**src/rtl/imm_pkg.sv**
```systemverilog
// Immediate-type encodings shared by the encode-side packer and the
// decode-side extension unit, so both ends agree on one definition.
package imm_pkg;

  localparam logic [2:0] IMM_I = 3'b000;
  localparam logic [2:0] IMM_S = 3'b001;
  localparam logic [2:0] IMM_J = 3'b010;
  localparam logic [2:0] IMM_B = 3'b011;
  localparam logic [2:0] IMM_U = 3'b100;

endpackage

```
**src/rtl/imm_range_check.sv**
```systemverilog
// Combinational representability check: flags an immediate that would be
// silently truncated when scattered into the chosen instruction format.
module imm_range_check
  import imm_pkg::*;
(
  input  logic [2:0]  imm_type,
  input  logic [31:0] imm,
  output logic        err
);

  // Sign-extension fields must be all-equal; branch/jump offsets must be
  // even; U immediates must have no low-order bits set.
  always_comb begin
    err = 1'b1;
    case (imm_type)
      IMM_I, IMM_S: err = !((&imm[31:11]) || !(|imm[31:11]));
      IMM_B:        err = !((&imm[31:12]) || !(|imm[31:12])) || imm[0];
      IMM_J:        err = !((&imm[31:20]) || !(|imm[31:20])) || imm[0];
      IMM_U:        err = |imm[11:0];
      default:      err = 1'b1;
    endcase
  end

endmodule

```
**src/rtl/imm_packer.sv**
```systemverilog
// Two-stage immediate packer: stage 1 captures the request and its range
// check, stage 2 holds the scattered instruction word until it is taken.
// Saturating counters track emitted words and emitted error words.
module imm_packer
  import imm_pkg::*;
#(
  parameter int CNT_W = 16
) (
  input  logic             clk,
  input  logic             rst,
  input  logic             in_valid,
  output logic             in_ready,
  input  logic [2:0]       imm_type,
  input  logic [31:0]      imm,
  input  logic [31:0]      base_instr,
  output logic             out_valid,
  input  logic             out_ready,
  output logic [31:0]      instr,
  output logic             err,
  input  logic             clr_cnt,
  output logic [CNT_W-1:0] pkt_cnt,
  output logic [CNT_W-1:0] err_cnt
);

  localparam logic [CNT_W-1:0] CNT_MAX = '1;

  logic        s1_valid;
  logic [2:0]  s1_type;
  logic [31:0] s1_imm;
  logic [31:0] s1_base;
  logic        s1_err;
  logic        s2_valid;
  logic        s1_adv;
  logic        s2_adv;
  logic        range_err;
  logic [31:0] packed_word;
  logic        out_fire;

  imm_range_check u_range_check (
    .imm_type (imm_type),
    .imm      (imm),
    .err      (range_err)
  );

  // A stage may move forward when it is empty or its successor is moving.
  always_comb begin
    s2_adv   = !s2_valid || out_ready;
    s1_adv   = !s1_valid || s2_adv;
    in_ready = s1_adv;
    out_fire = s2_valid && out_ready;
  end

  // Stage 1 captures the raw request together with its range-check flag.
  always_ff @(posedge clk or posedge rst) begin
    if (rst) begin
      s1_valid <= 1'b0;
      s1_type  <= 3'b000;
      s1_imm   <= 32'h0;
      s1_base  <= 32'h0;
      s1_err   <= 1'b0;
    end else if (s1_adv) begin
      s1_valid <= in_valid;
      if (in_valid) begin
        s1_type <= imm_type;
        s1_imm  <= imm;
        s1_base <= base_instr;
        s1_err  <= range_err;
      end
    end
  end

  // Scatter the stage-1 immediate into its format's field positions; any bit
  // not owned by the immediate keeps the base instruction's value.
  always_comb begin
    packed_word = s1_base;
    case (s1_type)
      IMM_I: packed_word[31:20] = s1_imm[11:0];
      IMM_S: begin
        packed_word[31:25] = s1_imm[11:5];
        packed_word[11:7]  = s1_imm[4:0];
      end
      IMM_B: begin
        packed_word[31]    = s1_imm[12];
        packed_word[30:25] = s1_imm[10:5];
        packed_word[11:8]  = s1_imm[4:1];
        packed_word[7]     = s1_imm[11];
      end
      IMM_U: packed_word[31:12] = s1_imm[31:12];
      IMM_J: begin
        packed_word[31]    = s1_imm[20];
        packed_word[30:21] = s1_imm[10:1];
        packed_word[20]    = s1_imm[11];
        packed_word[19:12] = s1_imm[19:12];
      end
      default: packed_word = s1_base;
    endcase
  end

  // Stage 2 holds the finished word; it only changes when allowed to advance,
  // which keeps instr/err stable under backpressure.
  always_ff @(posedge clk or posedge rst) begin
    if (rst) begin
      s2_valid <= 1'b0;
      instr    <= 32'h0;
      err      <= 1'b0;
    end else if (s2_adv) begin
      s2_valid <= s1_valid;
      if (s1_valid) begin
        instr <= packed_word;
        err   <= s1_err;
      end
    end
  end

  assign out_valid = s2_valid;

  // Saturating statistics; a clear wins over a simultaneous increment.
  always_ff @(posedge clk or posedge rst) begin
    if (rst) begin
      pkt_cnt <= '0;
      err_cnt <= '0;
    end else if (clr_cnt) begin
      pkt_cnt <= '0;
      err_cnt <= '0;
    end else if (out_fire) begin
      if (pkt_cnt != CNT_MAX) pkt_cnt <= pkt_cnt + CNT_W'(1);
      if (err && (err_cnt != CNT_MAX)) err_cnt <= err_cnt + CNT_W'(1);
    end
  end

endmodule

```
**config.mk**
```make
export PLATFORM = sky130hd
export DESIGN_NAME = imm_packer
export DESIGN_NICKNAME = d
export VERILOG_FILES = /design/src/rtl/imm_pkg.sv /design/src/rtl/imm_range_check.sv /design/src/rtl/imm_packer.sv
export SDC_FILE = /design/constraint.sdc
export NUM_CORES = 1
export LEC_CHECK = 0
export CORE_ASPECT_RATIO = 1.25
export CORE_MARGIN = 8
export CORE_UTILIZATION = 54
export DETAILED_ROUTE_END_ITERATION = 8
export PLACE_DENSITY = 0.85
export SYNTH_ARGS = -nofsm -noshare
export SYNTH_HDL_FRONTEND = slang
export SYNTH_HIERARCHICAL = 1
export SYNTH_SLANG_ARGS = --single-unit
export TNS_END_PERCENT = 100
```
**constraint.sdc**
```tcl
create_clock -name clk -period 8.4 [get_ports clk]
set_clock_uncertainty 0.05 [all_clocks]
set_input_delay 1.68 -clock clk [delete_from_list [all_inputs] [get_ports clk]]
set_output_delay 1.68 -clock clk [all_outputs]
set_load 0.02 [all_outputs]
```
After elaboration in Yosys (flattened, before gate mapping):

Index checks and enable logic that the tools add are counted.

* bits in registers: 135
* bits of input ports: 72
* output and inout bits: 67
* logic and storage cells: 69

* add/subtract/negate cells: 2
* eq/ne operators: 10
* muxes and demuxes: 11
* reductions and logical operators: 36

Operators by type and width (number)
* two-way mux 16 bit: 6
* adder 16 x 1 -> 16 bit (second input constant): 2
* inequality test 16 bit (second input constant): 2
* case mux 7 bit (4 select lines): 1
* OR reduction 12 bit: 2
* AND reduction 21 bit: 1
* OR reduction 21 bit: 1
* AND reduction 20 bit: 1
* OR reduction 20 bit: 1
* case mux 5 bit (3 select lines): 1
* equality test 3 x 2 -> 1 bit (second input constant): 4
* AND reduction 12 bit: 1
* case mux 5 bit (2 select lines): 1
* zero test 1 bit: 8
* two-way mux 8 bit: 1
* AND reduction 2 bit: 4
* logical OR 1 bit: 7
* equality test 3 x 1 -> 1 bit (second input constant): 2
* equality test 3 bit (second input constant): 2
* zero test 3 bit: 2
* nonzero test 2 bit: 3
* OR reduction 2 bit: 3
* case mux 1 bit (4 select lines): 1
* logical AND 1 bit: 2

Logic depth before layout (Yosys ltp):

Gate-level depths: netlist (run 1).

* depth after elaboration: 6
* gate-level depth with buffers: 6
* gate-level depth less buffers: 6

Cells and area by module:

The synthesis (run 1) kept the hierarchy.

Modules (own cells, without submodules)
* imm_packer: times used 1, cells an instance 513, area each 6092.1 µm², sequential area each 3378.2 µm²
* imm_range_check: times used 1, cells an instance 26, area each 168.9 µm², sequential area each 0.0 µm²

Least setup slack after synthesis (run 1):

No wires, ideal clock.

* path kind: input-to-output
* from: input out_ready
* to: output in_ready
* arrival time: 1.963 ns
* setup slack: 4.707 ns
* stages on the path: 1
* path buffers: 0
* cell sequence: nand3b_1

* word-level cells in the longest chain between the ends: 2

RTL lines
* start: declaration: line imm_packer.sv:17 `input logic out_ready,`
* logical OR 1 bit: line imm_packer.sv:47 `s2_adv = !s2_valid || out_ready;`
* logical OR 1 bit: line imm_packer.sv:48 `s1_adv = !s1_valid || s2_adv;`
* end: declaration: line imm_packer.sv:12 `output logic in_ready,`

No other way between the ends.

Worst setup path in the final report (run 1):

Ends and elaborated chain as after synthesis.

==> results.json, run 1 <==
{
  "synth_area_leaders": "dfrtp_1 (54%), mux2_2 (15%), o21ai_0 (2.9%)",
  "synth-edff-count": 0,
  "grt_start_max_net_pins": 75,
  "viasPerCell": 6.076,
  "synth_top_area_share_pct": 53.96,
  "r2r_start": "s1_type[2]",
  "first_iter_violations": 301,
  "yosysUniqueCellTypes": 51,
  "cp-end-kind": "output port",
  "crit_arrival_ns": 3.17,
  "critical_path_required_ns": 6.67,
  "min-delay-start": "instr[10]",
  "die_w_um": 112.3,
  "synth.largest_area_cell": "dfrtp_1",
  "grt_pass1_vias": 5219,
  "vias": 5007,
  "cts.sinks": 135,
  "tns_ns": 0,
  "syn_area_mm2": 0.006261,
  "layout.nets": 747,
  "fmax_mhz": 204.1,
  "placementRows": 44,
  "maxCapViolations": 0,
  "die_h_um": 136.4,
  "wl_per_cell_um": 19.58,
  "r2r_slack_ns": 5.92,
  "hold_viol": 0,
  "min_delay_worst_endpoint": "instr[10]",
  "drt-pass1-iter-count": 4,
  "worst_r2r_endpoint": "instr[19]",
  "multi_input_area_mm2": 0.002749,
  "max-clock-path-buffers": 2,
  "power_density_mw_per_mm2": 228.8,
  "period_share_pct": 58.34,
  "period_needed_ns": 4.901,
  "die-area_mm2": 0.01532,
  "ff_latch_area_mm2": 0.003378,
  "p_total_w": 0.001898,
  "status": "completed",
  "crit_type": "in -> out",
  "area_growth_pct": 32.47,
  "place_hpwl_mm": 11.41,
  "syn-instance-count": 539,
  "grt_usage_pct": 21.40,
  "comb_power_share_pct": 20.3,
  "cts_setup_buffers": 0,
  "clkTransAtPathRegs_ns": 0.05,
  "placed_area_mm2": 0.007729,
  "postRouteAntennaNets": 0,
  "drive_gt1_share_pct": 20.12,
  "whs_path_depth": 2,
  "cts_made_buffers": 17,
  "antenna_cells": 0,
  "coreArea_mm2": 0.01145,
  "worstRegToRegCells": 4,
  "finalSetupViolCount": 0,
  "pwr-share-seq_pct": 42.9,
  "port_buffers": 138,
  "p_leak_nw": 3.307,
  "hold_path.class": "reg -> reg",
  "synth_most_common_cell": "dfrtp_1",
  "ios": 139,
  "overflow": 0,
  "rsz0062_at_grt": "no",
  "ys_ff_latch": 135,
  "drc": 0,
  "crit_path_start_kind": "primary input",
  "switchingPower_w": 0.0005360,
  "htreeDepth": 4,
  "cts_root_buf": "clkbuf_16",
  "async_reset_ff_share_pct": 100.0,
  "synth_nets": 613,
  "gp_congestion": 0.8339,
  "ys_dominant_reg_cell": "dfrtp_1",
  "start_util_pct": 54.68,
  "ys_seq_area_share_pct": 53.96,
  "drt_wl_total_mm": 16.13,
  "hold_buffers": 0,
  "clockPowerShare_pct": 36.9,
  "syn_avg_cell_area_um2": 11.62,
  "clk_latency_ns": 0.41,
  "cts_tree": "built",
  "slew_violations": 0,
  "sw_frac_of_total_pct": 28.25,
  "intPower_w": 0.001362,
  "ys_warn_count": 6,
  "antenna_found_initial": 0,
  "post_cts_resize_count": 0,
  "vdd_drop_max_v": 0.0001480,
  "relSlewSlack_pct": 29.56,
  "worst-path-max-fanout": 8,
  "finalInstanceArea_mm2": 0.008294,
  "grt_pass1_wl_mm": 26.03,
  "ys_top_cells_by_count": "dfrtp_1 (135), mux2_2 (82), nand2_1 (43), o21ai_0 (36), a21oi_1 (31)",
  "n_fill_cell": 800,
  "tightest_slew_ns": 1.053
}
-- through the flow --
| step | worst slack [ns] | cells | hold WS, ns | util (%) |
|---|---|---|---|---|
| floorplan | 3.059 | 539 | 0.4072 | - |
| global placement | 3.541 | 792 | 0.4116 | 67.49 |
| detailed placement | 3.507 | 792 | 0.4223 | 67.49 |
| CTS | 3.501 | 824 | 0.4315 | 72.43 |
| global route | 3.445 | 824 | 0.4502 | 72.43 |
| finish | 3.499 | 824 | 0.4309 | 72.43 |
-- cell usage in the layout, fill, tap and decap left out, types with 15 or more instances in the layout --
cell / instances
o21ai_0: 36
clkbuf_16: 17
mux2_2: 82
clkdlybuf4s50_1: 138
nand2_1: 41
nor2_1: 15
mux2i_1: 15
dfrtp_1: 135
a21oi_1: 31
-- flip-flops by register name, summed over array words and instances (netlist names) --
name and count:
s1_imm 32, err_cnt 16, out_valid 1, err 1
s1_valid 1, s1_type 3, instr 32, s1_err 1
pkt_cnt 16, s1_base 32
-- power by group through the flow --
stage	clock network, W	logic (W)	registers, W
6_report	0.000700	0.000385	0.000813
5_1_grt	0.000735	0.000412	0.000825
4_1_cts	0.000709	0.000390	0.000812
3_5_place_dp	0	0.000385	0.000823
3_3_place_gp	0	0.000375	0.000815
2_1_floorplan	0	0.000172	0.000851
-- cells by family after synthesis --
| kind of cell | synth area share (%) |
|---|---|
| xor gates and xnor gates | 0.1399 |
| buffers and inverters | 2.218 |
| DFF | 53.96 |
| AOI/OAI and AO/OA | 11.27 |
| and+or+nand+nor | 14.87 |
| muxes | 17.15 |
| adders and majority gates | 0.3996 |
-- layer usage --
layer  global-route usage [%]  share of wire (%)  vias up
met5                        0                  0        -
met4                    8.114                1.5        0
met3                    4.844                5.4       23
met2                    37.75                 52      190
met1                    24.94                 41     2500
li1                         -                  -     2294
-- critical path, stage by stage --
cell and delay (ns):
clkdlybuf4s50_1 0.64, nand3b_1 0.22, clkdlybuf4s50_1 0.63
-- worst max-delay path by stage --
| stage | start | endpoint | slack (ns) |
|---|---|---|---|
| after floorplan | rst | err | 3.06 |
| after CTS | out_ready | in_ready | 3.50 |
| after detailed placement | out_ready | in_ready | 3.51 |
| after global routing | out_ready | in_ready | 3.44 |
| after global placement | out_ready | in_ready | 3.54 |
| final | out_ready | in_ready | 3.50 |
-- layout make-up --
class | instances | area share, %
clock buffers | 19 | 5.340
repair buffers | 141 | 16.93
flip-flops and latches | 135 | 40.73
multi-input cells | 372 | 33.14
well taps | 138 | 2.082
inverters | 6 | 0.3017
clock inverters | 13 | 1.478
No activity file was read; power rests on OpenSTA's default activity.
==> run 2: changes to the inputs <==
--- a/config.mk
+++ b/config.mk
@@ -7,9 +7,9 @@
 export LEC_CHECK = 0
 export CORE_ASPECT_RATIO = 1.25
 export CORE_MARGIN = 8
-export CORE_UTILIZATION = 54
+export CORE_UTILIZATION = 51
 export DETAILED_ROUTE_END_ITERATION = 8
-export PLACE_DENSITY = 0.85
+export PLACE_DENSITY = 0.81
 export SYNTH_ARGS = -nofsm -noshare
 export SYNTH_HDL_FRONTEND = slang
 export SYNTH_HIERARCHICAL = 1
==> constraint.sdc (replaced) <==
create_clock -name clk -period 4.7 [get_ports clk]
set_clock_uncertainty 0.05 [all_clocks]
set_input_delay 0.94 -clock clk [delete_from_list [all_inputs] [get_ports clk]]
set_output_delay 0.94 -clock clk [all_outputs]
set_load 0.02 [all_outputs]
==> results.json, run 2 (synthesis gave the netlist of run 1 again) <==
{
  "worst-path-max-fanout": 8,
  "cts_root_buf": "clkbuf_16",
  "grt_pass1_vias": 5252,
  "place_hpwl_mm": 11.71,
  "max-clock-path-buffers": 2,
  "cts_setup_buffers": 0,
  "post_cts_resize_count": 0,
  "maxCapViolations": 0,
  "die_h_um": 139.9,
  "cp-end-kind": "output port",
  "cts.sinks": 135,
  "htreeDepth": 4,
  "drt-pass1-iter-count": 4,
  "placed_area_mm2": 0.007781,
  "ff_latch_area_mm2": 0.003378,
  "coreArea_mm2": 0.01205,
  "hold_ws_ns": 0.4248,
  "start_util_pct": 51.96,
  "crit_arrival_ns": 2.43,
  "overflow": 0,
  "drive_gt1_share_pct": 20.23,
  "hold_viol": 0,
  "worst_path_most_repeated_cell": "clkdlybuf4s50_1",
  "crit_chain": "clkdlybuf4s50_1, nand3b_1, clkdlybuf4s50_1",
  "postRouteAntennaNets": 0,
  "period_needed_ns": 3.422,
  "finalSetupViolCount": 0,
  "cts_made_buffers": 17,
  "power_density_mw_per_mm2": 409.3,
  "hold_buffers": 0,
  "rsz0062_at_grt": "no",
  "tightest_slew_ns": 1.042,
  "grt_start_max_net_pins": 73,
  "tns_ns": 0,
  "vdd_drop_max_v": 0.0002318,
  "p_total_w": 0.003418,
  "grt_pass1_wl_mm": 26.01,
  "largestRegisters": "instr x32, s1_base x32, s1_imm x32",
  "layout.nets": 748,
  "finalInstanceArea_mm2": 0.008351,
  "drt_wl_total_mm": 16.29,
  "clkTransAtPathRegs_ns": 0.06,
  "critical_path.slowest_cell": "clkdlybuf4s50_1",
  "die-area_mm2": 0.01610,
  "final_common_cell": "clkdlybuf4s50_1",
  "p_leak_nw": 3.314,
  "viasPerCell": 5.885,
  "period_share_pct": 72.81,
  "die_w_um": 115.1,
  "slew_violations": 0,
  "clk_latency_ns": 0.41,
  "most-common-layout-cells": "clkdlybuf4s50_1 (138), dfrtp_1 (135), mux2_2 (82), nand2_1 (41), o21ai_0 (36)",
  "fmax_mhz": 292.2,
  "vias": 5008,
  "cts_tree": "built",
  "first_iter_violations": 367,
  "grt_usage_pct": 20.31,
  "drc": 0,
  "gp_congestion": 0.8121,
  "wl_per_cell_um": 19.14,
  "crit_path_start_kind": "primary input",
  "antenna_found_initial": 0,
  "status": "completed",
  "area_growth_pct": 33.37,
  "hold_path.class": "reg -> reg",
  "postLayoutSetupSlackWorst_ns": 1.278,
  "multi_input_area_mm2": 0.002749,
  "port_buffers": 138,
  "slowest_delay_ns": 0.65,
  "crit_type": "in -> out",
  "ios": 139,
  "relSlewSlack_pct": 30.28,
  "post-place-ws_ns": 1.294,
  "placementRows": 45,
  "n_fill_cell": 938,
  "antenna_cells": 0,
  "critical_path_required_ns": 3.71
}
[run 2: area by class of cell]
cell class,instances,share of cell area [%]
clock buffers,18,5.139
clock inverters,14,1.678
inverters,6,0.2997
multi-input cells,372,32.92
flip-flops and latches,135,40.46
well taps,164,2.457
repair buffers,142,17.05
[run 2: metrics by stage]
stage / utilization, % / cells
2_1_floorplan: - / 539
6_report: 69.30 / 851
5_1_grt: 69.30 / 851
3_3_place_gp: 64.58 / 819
4_1_cts: 69.30 / 851
3_5_place_dp: 64.58 / 819
[run 2: where the power goes]
group	switching (W)	internal [W]	leakage (nW)
clock	0.000532	0.000742	0.263
combinational	0.000327	0.000362	1.40
sequential	0.000128	0.00133	1.65
[run 2: final timing paths]
kind,start,endpoint,slack (ns),depth (start not counted)
setup / recovery,out_ready,in_ready,1.28,3
hold / removal,instr[7],instr[7],0.42,2
setup reg to reg,s1_type[2],instr[17],2.18,4
hold reg to reg,instr[7],instr[7],0.42,2
max in group asynchronous,rst,s1_imm[8],2.58,3
min in group asynchronous,rst,pkt_cnt[15],1.01,2
[run 2: per-layer routing]
metal  global-route usage (%)  vias up  share of wire (%)
li1                         -     2289                  -
met1                    23.78     2491                 40
met2                    34.86      214                 52
met3                    5.152       14                6.9
met4                    7.351        0                1.2
met5                        0        -                  0
[run 2: critical path: cells and delay by family]
family,cells,cell delay (ns)
AND/OR/NAND/NOR,1,0.21
buffers and inverters,2,1.28
